### src/rtl/offchip_traffic_monitor.sv
// Off-chip boundary traffic monitor: per-channel accepted-beat and data-toggle
// counters over a start/stop measurement window, with a registered read port.

module offchip_traffic_monitor_ch #(
  parameter int DATA_W    = 64,
  parameter int CNT_W     = 32,
  parameter int TOGGLE_EN = 1
) (
  input  logic              clk,
  input  logic              rst,
  input  logic              clr,
  input  logic              beat,
  input  logic [DATA_W-1:0] data,
  output logic [CNT_W-1:0]  beats,
  output logic [CNT_W-1:0]  toggles,
  output logic              ovf
);
  localparam int IW = $clog2(DATA_W + 1);
  localparam int SW = ((CNT_W > IW) ? CNT_W : IW) + 1;
  localparam logic [SW-1:0] MAX = SW'({CNT_W{1'b1}});

  logic b_ovf, t_ovf;

  // beats can only grow by one, so "already at max" is the overflow condition
  assign b_ovf = &beats;

  always_ff @(posedge clk) begin
    if (rst || clr) begin
      beats <= '0;
      ovf   <= 1'b0;
    end else if (beat) begin
      if (!b_ovf) beats <= beats + CNT_W'(1);
      ovf <= ovf | b_ovf | t_ovf;
    end
  end

  generate
    if (TOGGLE_EN != 0) begin : g_tog
      logic [DATA_W-1:0] prev;
      logic [IW-1:0]     pop;
      logic [SW-1:0]     sum;

      always_comb begin
        pop = '0;
        for (int i = 0; i < DATA_W; i++) pop = pop + IW'(data[i] ^ prev[i]);
      end

      assign sum   = SW'(toggles) + SW'(pop);
      assign t_ovf = (sum > MAX);

      always_ff @(posedge clk) begin
        if (rst || clr) begin
          prev    <= '0;
          toggles <= '0;
        end else if (beat) begin
          prev    <= data;
          toggles <= t_ovf ? MAX[CNT_W-1:0] : sum[CNT_W-1:0];
        end
      end
    end else begin : g_notog
      assign t_ovf   = 1'b0;
      assign toggles = '0;
    end
  endgenerate
endmodule

module offchip_traffic_monitor #(
  parameter int NUM_CH    = 3,
  parameter int DATA_W    = 64,
  parameter int CNT_W     = 32,
  parameter int TOGGLE_EN = 1
) (
  input  logic                     clk,
  input  logic                     rst,
  input  logic [NUM_CH-1:0]        mon_valid,
  input  logic [NUM_CH-1:0]        mon_ready,
  input  logic [NUM_CH*DATA_W-1:0] mon_data,
  input  logic                     start,
  input  logic                     stop,
  output logic [1:0]               state_o,
  input  logic [$clog2(NUM_CH):0]  rd_sel,
  output logic [CNT_W-1:0]         rd_beats,
  output logic [CNT_W-1:0]         rd_toggles,
  output logic                     rd_ovf,
  output logic [CNT_W-1:0]         run_cycles
);
  localparam int SEL_W = $clog2(NUM_CH) + 1;

  typedef enum logic [1:0] {IDLE = 2'd0, RUN = 2'd1, DONE = 2'd2} state_t;
  state_t state;

  logic                         run, clr;
  logic [NUM_CH-1:0][CNT_W-1:0] beats, toggles;
  logic [NUM_CH-1:0]            ovf;
  logic [CNT_W-1:0]             sel_beats, sel_toggles;
  logic                         sel_ovf;

  assign run     = (state == RUN);
  assign clr     = (state == DONE) && start;
  assign state_o = state;

  always_ff @(posedge clk) begin
    if (rst) begin
      state      <= IDLE;
      run_cycles <= '0;
    end else begin
      case (state)
        IDLE: if (start) state <= RUN;
        RUN: begin
          if (stop) state <= DONE;
          if (run_cycles != '1) run_cycles <= run_cycles + CNT_W'(1);
        end
        DONE: if (start) begin
          state      <= RUN;
          run_cycles <= '0;
        end
        default: state <= IDLE;
      endcase
    end
  end

  generate
    for (genvar c = 0; c < NUM_CH; c++) begin : g_ch
      offchip_traffic_monitor_ch #(
        .DATA_W(DATA_W), .CNT_W(CNT_W), .TOGGLE_EN(TOGGLE_EN)
      ) u_ch (
        .clk    (clk),
        .rst    (rst),
        .clr    (clr),
        .beat   (run && mon_valid[c] && mon_ready[c]),
        .data   (mon_data[c*DATA_W +: DATA_W]),
        .beats  (beats[c]),
        .toggles(toggles[c]),
        .ovf    (ovf[c])
      );
    end
  endgenerate

  // out-of-range selects fall through to zero
  always_comb begin
    sel_beats   = '0;
    sel_toggles = '0;
    sel_ovf     = 1'b0;
    for (int c = 0; c < NUM_CH; c++) begin
      if (rd_sel == SEL_W'(c)) begin
        sel_beats   = beats[c];
        sel_toggles = toggles[c];
        sel_ovf     = ovf[c];
      end
    end
  end

  always_ff @(posedge clk) begin
    if (rst) begin
      rd_beats   <= '0;
      rd_toggles <= '0;
      rd_ovf     <= 1'b0;
    end else begin
      rd_beats   <= sel_beats;
      rd_toggles <= sel_toggles;
      rd_ovf     <= sel_ovf;
    end
  end
endmodule
### config.mk
export PLATFORM = sky130hd
export DESIGN_NAME = offchip_traffic_monitor
export DESIGN_NICKNAME = d
export VERILOG_FILES = /design/src/rtl/offchip_traffic_monitor.sv
export SDC_FILE = /design/constraint.sdc
export NUM_CORES = 1
export LEC_CHECK = 0
export ABC_CLOCK_PERIOD_IN_PS = 21100
export CORE_MARGIN = 5
export CORE_UTILIZATION = 40
export CTS_CLUSTER_DIAMETER = 150
export CTS_CLUSTER_SIZE = 28
export DETAILED_ROUTE_END_ITERATION = 8
export GPL_ROUTABILITY_DRIVEN = 0
export PLACE_DENSITY_LB_ADDON = 0.12
export SYNTH_ARGS = -nofsm -noshare
export SYNTH_HDL_FRONTEND = slang
export SYNTH_SLANG_ARGS = --single-unit
### constraint.sdc
create_clock -name clk -period 21.1 [get_ports clk]
set_clock_uncertainty 0.15 [all_clocks]
set_input_delay 4.22 -clock clk [delete_from_list [all_inputs] [get_ports clk]]
set_output_delay 4.22 -clock clk [all_outputs]
set_load 0.005 [all_outputs]
==> results of run 1 <==
## cell families after synthesis
family	share of synthesized area, %
flip-flops	36.0
XOR/XNOR	11.0
AO/OA/AOI/OAI	14.1
AND/OR/NAND/NOR	18.7
buffers and inverters	4.46
multiplexers	0.296
adder cells (fa/ha/maj)	15.5
## synthesized netlist by cell type, drive strengths merged (37+ instances only)
cell type,instances
nand2,449
nand2b,63
clkbuf,149
a21oi,330
nand4,51
xnor2,144
nor2,227
and3,37
o221ai,58
dfxtp,486
nor3,47
inv,157
nand3,70
fa,165
ha,70
xor2,195
o21ai,65
## through the flow
stage | setup slack, ns | utilization, %
2_1_floorplan | 9.49 | -
3_3_place_gp | 7.74 | 45.8
6_report | 8.16 | 46.6
5_1_grt | 7.58 | 46.6
3_5_place_dp | 7.63 | 45.8
4_1_cts | 8.23 | 46.6
## worst paths after layout
check	start	end	slack, ns	cells after the start
worst max-delay path	mon_data[63]	g_ch[0].u_ch.toggles[19]$_SDFFE_PP0P_	8.16	27
worst max register to register	g_ch[0].u_ch.g_tog.prev[52]$_SDFFE_PP0P_	g_ch[0].u_ch.toggles[19]$_SDFFE_PP0P_	11.93	27
worst min register to register	g_ch[2].u_ch.g_tog.prev[63]$_SDFFE_PP0P_	g_ch[2].u_ch.g_tog.prev[63]$_SDFFE_PP0P_	0.32	2
worst min-delay path	g_ch[2].u_ch.g_tog.prev[63]$_SDFFE_PP0P_	g_ch[2].u_ch.g_tog.prev[63]$_SDFFE_PP0P_	0.32	2
## cell type report
cell class	count	area, um^2	area share [%]
Antenna cell	3	7.51	0.0240
Clock buffer	21	526	1.68
Clock inverter	2	28.8	0.0921
Inverter	157	589	1.89
Multi-Input combinational cell	2274	16100	51.6
Sequential cell	486	9730	31.2
Tap cell	873	1090	3.50
Timing Repair Buffer	318	3150	10.1
## sequential cells by signal, summed over array words and instances (netlist names)
register / count
g_ch.u_ch.toggles: 96
rd_ovf: 1
g_ch.u_ch.beats: 96
run_cycles: 32
g_ch.u_ch.ovf: 3
g_ch.u_ch.g_tog.prev: 192
rd_toggles: 32
state_o: 2
rd_beats: 32
## layout by cell type, fill, tap and decap left out, types with 26 or more instances in the layout
| cell type | n |
|---|---|
| inv_1 | 157 |
| xor2_1 | 195 |
| nand3_1 | 70 |
| dfxtp_1 | 486 |
| a31oi_1 | 26 |
| nor2_1 | 225 |
| ha_1 | 70 |
| o221ai_1 | 58 |
| nor3_1 | 46 |
| nand2_1 | 448 |
| nand4_1 | 50 |
| and3_1 | 37 |
| xnor2_1 | 144 |
| nand2b_1 | 63 |
| fa_1 | 165 |
| and4_1 | 28 |
| clkdlybuf4s50_1 | 301 |
| a21oi_1 | 330 |
| o21ai_0 | 63 |
## critical path, delay by kind of cell
kind            cells  cell delay, ns
xor+xnor            1            0.19
buf+inv             4            0.60
fa+ha+maj          11            5.20
compound gates      7            2.11
simple gates        4            0.89
## metal layers
metal  up-vias  wire length (um)  GRT usage (%)
li1      10779                 -              -
met1     10765             34100           27.6
met2       488             37300           34.8
met3        74              3460           2.43
met4         0              1490           4.38
met5         -                 0              0
==> reports/results.tsv, run 1 <==
stage	metric	value	unit
place	io_buffer_count	303	
clocking	clk_path_buf_depth	3	
logic_synthesis	synthCells	3077	
setup_path	worstPathRequired	21.37	ns
die	io_pins	304	
cells_and_area	fin_cells	4134	
grt	grtUsageTotal	20.3	%
grt	antenna_found_initial	4	
logic_synthesis	synth_seq_cells	486	
cells_and_area	n_fill_cell	6477	
detailed_routing	drtAntennaViolNets	0	
clocking	cts_made_buffers	21	
sta	rsz0062_at_grt	false	
logic_synthesis	synth.largest_area_cell	dfxtp_1	
logic_synthesis	synth_cell_type_count	69	
detailed_routing	vias	22106	
place	place_area	0.0307	mm^2
detailed_routing	wl_per_cell	18.5	um
detailed_routing	avgViaCountPerCell	5.35	
logic_synthesis	synth_ff_type	dfxtp_1	
logic_synthesis	synth.top_cell.area_share	36.0	%
logic_synthesis	syn_area	0.0270	mm^2
run	maxCapViolCount	0	
detailed_routing	drc	0	
clocking	cts_sinks	486	
sta	tightest_slew	1.33	ns
setup_path	critical_path_class	input pin to flip-flop	
die	die_w	270	um
logic_synthesis	synth.area.top_cells	dfxtp_1 (36%), fa_1 (12%), xor2_1 (6.3%), nand2_1 (6.2%), a21oi_1 (6.1%)	
clocking	insertion_delay	0.60	ns
place	dp_hpwl	55300	um
clocking	post-cts-setup-buffers	0	
setup_path	cp_max_fo	16	
clocking	cts_resized	0	
clocking	cts_tree	done	
place	dp_cells	4108	
clocking	cts.reportedPaths.clkPinSlew	0.12	ns
logic_synthesis	async_reset_ff_share	0	%
sta	finalCritPeriodShare	61.3	%
run_status	status	finished, final reports clean	
grt	grt_pass1_wl	123000	um
die	die_y	270	um
sta	fin_hold_ws	0.323	ns
grt	grt_overflow_total	0	
setup_path	critPathCaptureType	flip-flop	
logic_synthesis	seq_area_frac_synth	36.0	%
clocking	postCtsHoldBufs	0	
sta	setup_tns	0	ns
die	initial_utilization	40.3	%
logic_synthesis	synth_enable_flop_cells	0	
sta	max_freq	77.3	MHz
setup_path	slowest_stage	o2111ai_1	
sta	maxSlewHeadroom	11.6	%
setup_path	cp_common_cell	fa_1	
sta	hold_viol	0	
sta	min_period	12.94	ns
cells_and_area	nNetsFinal	3698	
clocking	clockRootBuffer	clkbuf_16	
detailed_routing	drt_iter0_markers	1490	
detailed_routing	dr.pass1.iters	7	
cells_and_area	area_growth	15.6	%
grt	grt_max_degree	231	
sta	setup_viol	0	
detailed_routing	drt-total-wl	76300	um
logic_synthesis	yosysWarnings	0	
clocking	h-tree-depth	1	
hold_path	hold_path.class	flip-flop to flip-flop	
die	core-area	0.0670	mm^2
setup_path	cp-start-kind	input pin	
die	die_area	0.0728	mm^2
die	rows	95	
setup_path	crit_arrival	13.20	ns
cells_and_area	stdcell_area	0.0312	mm^2
setup_path	max_stage_delay	0.72	ns
logic_synthesis	synth_area_per_cell	8.78	um^2
grt	grt_pass1_vias	22181	
sta	final_max_slew_viol_count	0	
cells_and_area	drive_gt1_share	2.03	%
logic_synthesis	syn-num-nets	3517	
Power of run 1 is left out: the tool's default activity adds up to more than one toggle a clock period on the data nets, which glitch-free logic cannot reach.
==> inputs of run 2 (changes only) <==
- ABC_CLOCK_PERIOD_IN_PS: 21100 -> 10500
- clock period: 21.1 -> 10.5 ns (I/O delays scaled with it)
==> run 2 against run 1 <==
Net effect:
- worst hold slack got worse by 0.018 ns
- critical path depth increased by 2
- first-iteration DRC count decreased by 21%
- register-to-register slack got worse by 9.7 ns
- largest cell class unchanged
- highest routed layer unchanged
==> reports/results.tsv, run 2 (synthesis results as in run 1) <==
stage	metric	value	unit	change
run_status	status	finished, final reports clean		
detailed_routing	drtAntennaViolNets	0		unchanged
die	initial_utilization	40.3	%	unchanged
grt	grt_overflow_total	0		unchanged
die	io_pins	304		unchanged
sta	finalWorstSetupSlack	0.579	ns	-7.59 ns
grt	grt_pass1_wl	121000	um	-1.4%
sta	min_period	9.92	ns	
grt	antenna_found_initial	5		+1
detailed_routing	vias	22127		+0.095%
die	die_area	0.0728	mm^2	unchanged
sta	rsz0062_at_grt	false		
hold_path	whs_path_depth	2		unchanged
clocking	post-cts-setup-buffers	0		unchanged
die	rows	95		unchanged
place	dp_hpwl	55900	um	+1.2%
clocking	clk_path_buf_depth	3		unchanged
cells_and_area	regArea	0.00973	mm^2	unchanged
cells_and_area	fin_cells	4160		+0.63%
sta	max_freq	101	MHz	
setup_path	regToRegEndpoint	g_ch[0].u_ch.toggles[21]$_SDFFE_PP0P_		
detailed_routing	dr.pass1.iters	5		-2
cells_and_area	multi_input_area	0.0161	mm^2	unchanged
detailed_routing	wl_per_cell	18.2	um	-1.2%
setup_path	r2r_cells	28		+3.7%
grt	use_met1	26.5	%	-1.1 points
clocking	insertion_delay	0.59	ns	about the same
clocking	postCtsHoldBufs	0		unchanged
sta	final_max_slew_viol_count	0		unchanged
cells_and_area	largest_registers	g_ch.u_ch.g_tog.prev: 192 flops, g_ch.u_ch.beats: 96 flops, g_ch.u_ch.toggles: 96 flops		
clocking	cts_made_buffers	21		unchanged
sta	fin_hold_ws	0.305	ns	-0.0180 ns
sta	tightest_slew	1.14	ns	-0.185 ns
cells_and_area	n_fill_cell	6459		-0.28%
cells_and_area	regMostFlops	g_ch.u_ch.g_tog.prev		
place	dp_slack	-0.0246	ns	-7.66 ns
setup_path	crit_arrival	10.27	ns	-2.93 ns
grt	grt_pass1_vias	21949		-1.0%
sta	setup_viol	0		unchanged
setup_path	worstPathRequired	10.85	ns	-10.52 ns
grt	grtUsageMet2	34.4	%	-0.39 points
setup_path	reg2reg_from	g_ch[0].u_ch.g_tog.prev[10]$_SDFFE_PP0P_		
clocking	cts.reportedPaths.clkPinSlew	0.10	ns	-0.02 ns
die	core-area	0.0670	mm^2	unchanged
setup_path	cp-start-kind	input pin		
clocking	cts_sinks	486		unchanged
detailed_routing	avgViaCountPerCell	5.32		-0.53%
cells_and_area	fin_util	46.9	%	+0.27 points
cells_and_area	nNetsFinal	3723		+0.68%
setup_path	critPathCaptureType	flip-flop		
run	maxCapViolCount	0		unchanged
hold_path	hp-start	g_ch[2].u_ch.ovf$_SDFFE_PP0P_		
hold_path	hold_path.class	flip-flop to flip-flop		
grt	busiest_layer	met2		
detailed_routing	drt-total-wl	75900	um	-0.57%
clocking	h-tree-depth	1		unchanged
cells_and_area	largest_register_ffs	192		unchanged
clocking	cts_resized	0		unchanged
setup_path	cp_max_fo	6		-10
grt	grtUsageTotal	20.1	%	-0.20 points
sta	maxSlewHeadroom	22.8	%	+11 points
setup_path	critical_path_class	input pin to flip-flop		
grt	grt_max_degree	94		-59%
cells_and_area	layout_commonest_cell	dfxtp_1		
hold_path	whs_endpoint	g_ch[2].u_ch.ovf$_SDFFE_PP0P_		
setup_path	max_stage_delay	0.58	ns	-0.14 ns
die	die_w	270	um	unchanged
setup_path	r2r_setup_slack	2.21	ns	-9.72 ns
detailed_routing	drc	0		unchanged
place	dp_cells	4133		+0.61%
place	io_buffer_count	303		unchanged
cells_and_area	drive_gt1_share	2.77	%	+0.75 points
setup_path	cp_common_cell	fa_1		
cells_and_area	area_growth	16.3	%	
clocking	clockRootBuffer	clkbuf_16		
setup_path	slowest_stage	nor3_1		
clocking	cts_tree	done		
sta	hold_viol	0		unchanged
cells_and_area	layout.cells.most_common_list	dfxtp_1 (486), nand2_1 (448), a21oi_1 (330)		
sta	finalCritPeriodShare	94.5	%	
die	die_y	270	um	unchanged
grt	met3_usage	3.18	%	+0.75 points
detailed_routing	drt_iter0_markers	1173		-21%
[run 2: changes by cell type in the layout (fill, tap and decap cells not counted)]
cell,delta
diode_2,+1
buf_4,+26
buf_12,-1
[run 2: how the worst max path moves through the flow]
stage / end / from / slack [ns]
after floorplan: g_ch[0].u_ch.toggles[16]$_SDFFE_PP0P_ / mon_data[34] / 1.01
after global placement: g_ch[0].u_ch.toggles[22]$_SDFFE_PP0P_ / mon_data[63] / 0.07
after detailed placement: g_ch[0].u_ch.toggles[26]$_SDFFE_PP0P_ / mon_data[10] / -0.02
after CTS: g_ch[0].u_ch.toggles[26]$_SDFFE_PP0P_ / mon_data[10] / 0.59
after global routing: g_ch[2].u_ch.toggles[25]$_SDFFE_PP0P_ / mon_data[177] / 0.09
final: g_ch[2].u_ch.toggles[20]$_SDFFE_PP0P_ / mon_data[177] / 0.58
[run 2: metal layers]
layer / vias to the layer above / wire length, um
met2: 529 / 36800
met4: 0 / 2230
met1: 10688 / 32800
met3: 82 / 4020
met5: - / 0
li1: 10828 / -
[run 2: cell type report]
| type | instances | share of cell area (%) |
|---|---|---|
| well taps | 873 | 3.48 |
| clock buffers | 21 | 1.67 |
| diodes | 4 | 0.0319 |
| inverters | 157 | 1.88 |
| clock inverters | 2 | 0.0916 |
| flip-flops and latches | 486 | 31.0 |
| multi-input cells | 2274 | 51.3 |
| repair buffers | 343 | 10.6 |
[run 2: critical path: cells and delay by family]
family	cells	cell delay, ns
xor gates and xnor gates	1	0.22
and+or+nand+nor	6	1.12
adders and majority gates	11	5.06
buffers and inverters	5	0.74
AOI/OAI and AO/OA	6	1.05
[run 2: per-stage QoR]
step           instance area (um^2)  TNS (ns)
2_1_floorplan                 27000         0
3_3_place_gp                  30800         0
3_5_place_dp                  30800    -0.109
6_report                      31400         0
5_1_grt                       31400         0
4_1_cts                       31400         0
Power of run 2 is left out for the same reason.
==> inputs of run 3 (changes only) <==
- CAP_MARGIN: not set -> 20
==> run 3 against run 2 <==
Net effect:
- count of clock-buffer cells in the layout stayed put
- die area stayed put
- fmax hardly changed
- cell area hardly changed
- worst hold slack worse by 0.00082 ns
- critical path type unchanged
- sequential cell count stayed put
- highest routed layer unchanged
- non-clock buffer count is 1 higher
- wire length is 0.11% higher
- critical path depth stayed put
- global-route usage stayed put
- register-to-register slack hardly changed
- core utilization hardly changed
==> reports/results.tsv, run 3 (synthesis results as in run 1) <==
stage	metric	value	unit	change
setup_path	cp_max_fo	6		unchanged
detailed_routing	met1_length	33000	um	+0.58%
sta	setup_tns	0	ns	unchanged
cells_and_area	n_fill_cell	6459		unchanged
sta	finalWorstSetupSlack	0.580	ns	+0.00129 ns
clocking	postCtsHoldBufs	0		unchanged
cells_and_area	multi_input_area	0.0161	mm^2	unchanged
setup_path	reg2reg_from	g_ch[0].u_ch.g_tog.prev[10]$_SDFFE_PP0P_		
sta	final_max_slew_viol_count	0		unchanged
clocking	cts_resized	0		unchanged
setup_path	cp_common_cell	fa_1		
place	place_area	0.0308	mm^2	unchanged
clocking	insertion_delay	0.59	ns	about the same
cells_and_area	drive_gt1_share	2.80	%	+0.030 points
detailed_routing	drt-total-wl	76000	um	+0.11%
cells_and_area	regArea	0.00973	mm^2	unchanged
die	die_y	270	um	unchanged
place	dp_cells	4133		unchanged
detailed_routing	dr.max_layer_used	met4		
sta	hold_viol	0		unchanged
cells_and_area	layout.cells.most_common_list	dfxtp_1 (486), nand2_1 (448), a21oi_1 (330)		
cells_and_area	largest_register_ffs	192		unchanged
setup_path	cp-start-kind	input pin		
detailed_routing	vias	22138		+0.050%
cells_and_area	regMostFlops	g_ch.u_ch.g_tog.prev		
clocking	h-tree-depth	1		unchanged
sta	maxSlewHeadroom	25.4	%	+2.6 points
setup_path	crit_arrival	10.20	ns	-0.07 ns
detailed_routing	wl_met3	3880	um	-3.3%
clocking	clk_path_buf_depth	3		unchanged
cells_and_area	fin_cells	4161		+0.024%
grt	grt_max_degree	94		unchanged
setup_path	regToRegEndpoint	g_ch[0].u_ch.toggles[15]$_SDFFE_PP0P_		
detailed_routing	drtAntennaViolNets	0		unchanged
place	io_buffer_count	303		unchanged
setup_path	r2r_cells	28		unchanged
grt	grtUsageTotal	20.1	%	unchanged
place	dp_slack	-0.0246	ns	unchanged
detailed_routing	wl_per_cell	18.3	um	about the same
sta	rsz0062_at_grt	false		
setup_path	slowest_stage	fa_1		
cells_and_area	stdcell_area	0.0314	mm^2	about the same
die	die_area	0.0728	mm^2	unchanged
die	initial_utilization	40.3	%	unchanged
hold_path	hp-start	g_ch[2].u_ch.ovf$_SDFFE_PP0P_		
place	dp_hpwl	55900	um	unchanged
setup_path	startpoint	mon_data[10]		
die	io_pins	304		unchanged
clocking	cts_made_buffers	21		unchanged
sta	min_period	9.92	ns	-0.00129 ns
grt	antenna_found_initial	5		unchanged
grt	grt_overflow_total	0		unchanged
clocking	cts_tree	done		
setup_path	critical_path_class	input pin to flip-flop		
cells_and_area	area_growth	16.3	%	about the same
grt	grt_pass1_vias	21949		unchanged
run_status	status	finished, final reports clean		
cells_and_area	nNetsFinal	3724		+0.027%
detailed_routing	dr.pass1.iters	6		+1
clocking	cts_sinks	486		unchanged
setup_path	worstPathRequired	10.78	ns	-0.07 ns
clocking	cts.reportedPaths.clkPinSlew	0.11	ns	about the same
clocking	clockRootBuffer	clkbuf_16		
cells_and_area	largest_registers	g_ch.u_ch.g_tog.prev: 192 flops, g_ch.u_ch.beats: 96 flops, g_ch.u_ch.toggles: 96 flops		
detailed_routing	avgViaCountPerCell	5.32		about the same
hold_path	whs_path_depth	2		unchanged
hold_path	hold_path.class	flip-flop to flip-flop		
sta	max_freq	101	MHz	about the same
grt	grt_pass1_wl	121000	um	unchanged
detailed_routing	drc	0		unchanged
die	die_w	270	um	unchanged
sta	setup_viol	0		unchanged
sta	finalCritPeriodShare	94.5	%	about the same
clocking	post-cts-setup-buffers	0		unchanged
cells_and_area	layout_commonest_cell	dfxtp_1		
detailed_routing	wl_met2	36900	um	about the same
die	rows	95		unchanged
setup_path	critPathCaptureType	flip-flop		
sta	tightest_slew	1.11	ns	-0.0326 ns
detailed_routing	drt_iter0_markers	1185		+1.0%
hold_path	whs_endpoint	g_ch[2].u_ch.ovf$_SDFFE_PP0P_		
run	maxCapViolCount	0		unchanged
setup_path	max_stage_delay	0.58	ns	about the same
setup_path	r2r_setup_slack	2.20	ns	about the same
die	core-area	0.0670	mm^2	unchanged
[run 3: cell count changes in the layout (fill, tap and decap cells not counted), sizes merged]
cell	delta
buf	+1
[run 3: area by class of cell]
type / instances / area share [%]
sequential: 486 / 31.0
clock inverter: 2 / 0.0916
inverter: 157 / 1.88
timing repair buffer: 344 / 10.6
antenna: 4 / 0.0319
clock buffer: 21 / 1.67
tap: 873 / 3.48
multi-input combinational: 2274 / 51.3
[run 3: critical path, delay by kind of cell]
kind	cells	cell delay, ns
adder cells (fa/ha/maj)	11	5.11
AO/OA/AOI/OAI	7	1.32
AND/OR/NAND/NOR	4	0.78
buffers and inverters	6	0.70
XOR/XNOR	1	0.16
[run 3: through the flow]
stage	utilization, %	hold WS (ns)
after floorplan	-	0.276
after global placement	46.0	0.295
after detailed placement	46.0	0.292
after CTS	46.8	0.309
after global routing	46.9	0.342
final	46.9	0.304
[run 3: how the worst max path moves through the flow]
| stage | depth (start not counted) | to | slack (ns) |
|---|---|---|---|
| 2_1_floorplan | 29 | g_ch[0].u_ch.toggles[16]$_SDFFE_PP0P_ | 1.01 |
| 3_3_place_gp | 28 | g_ch[0].u_ch.toggles[22]$_SDFFE_PP0P_ | 0.07 |
| 3_5_place_dp | 29 | g_ch[0].u_ch.toggles[26]$_SDFFE_PP0P_ | -0.02 |
| 4_1_cts | 29 | g_ch[0].u_ch.toggles[26]$_SDFFE_PP0P_ | 0.59 |
| 5_1_grt | 29 | g_ch[2].u_ch.toggles[25]$_SDFFE_PP0P_ | 0.09 |
| 6_report | 29 | g_ch[0].u_ch.toggles[15]$_SDFFE_PP0P_ | 0.58 |
[run 3: layer usage]
metal	track usage, %	vias to the layer above
li1	-	10832
met4	5.37	0
met2	34.4	512
met5	0	-
met3	3.18	82
met1	26.5	10712
Power of run 3 is left out for the same reason.
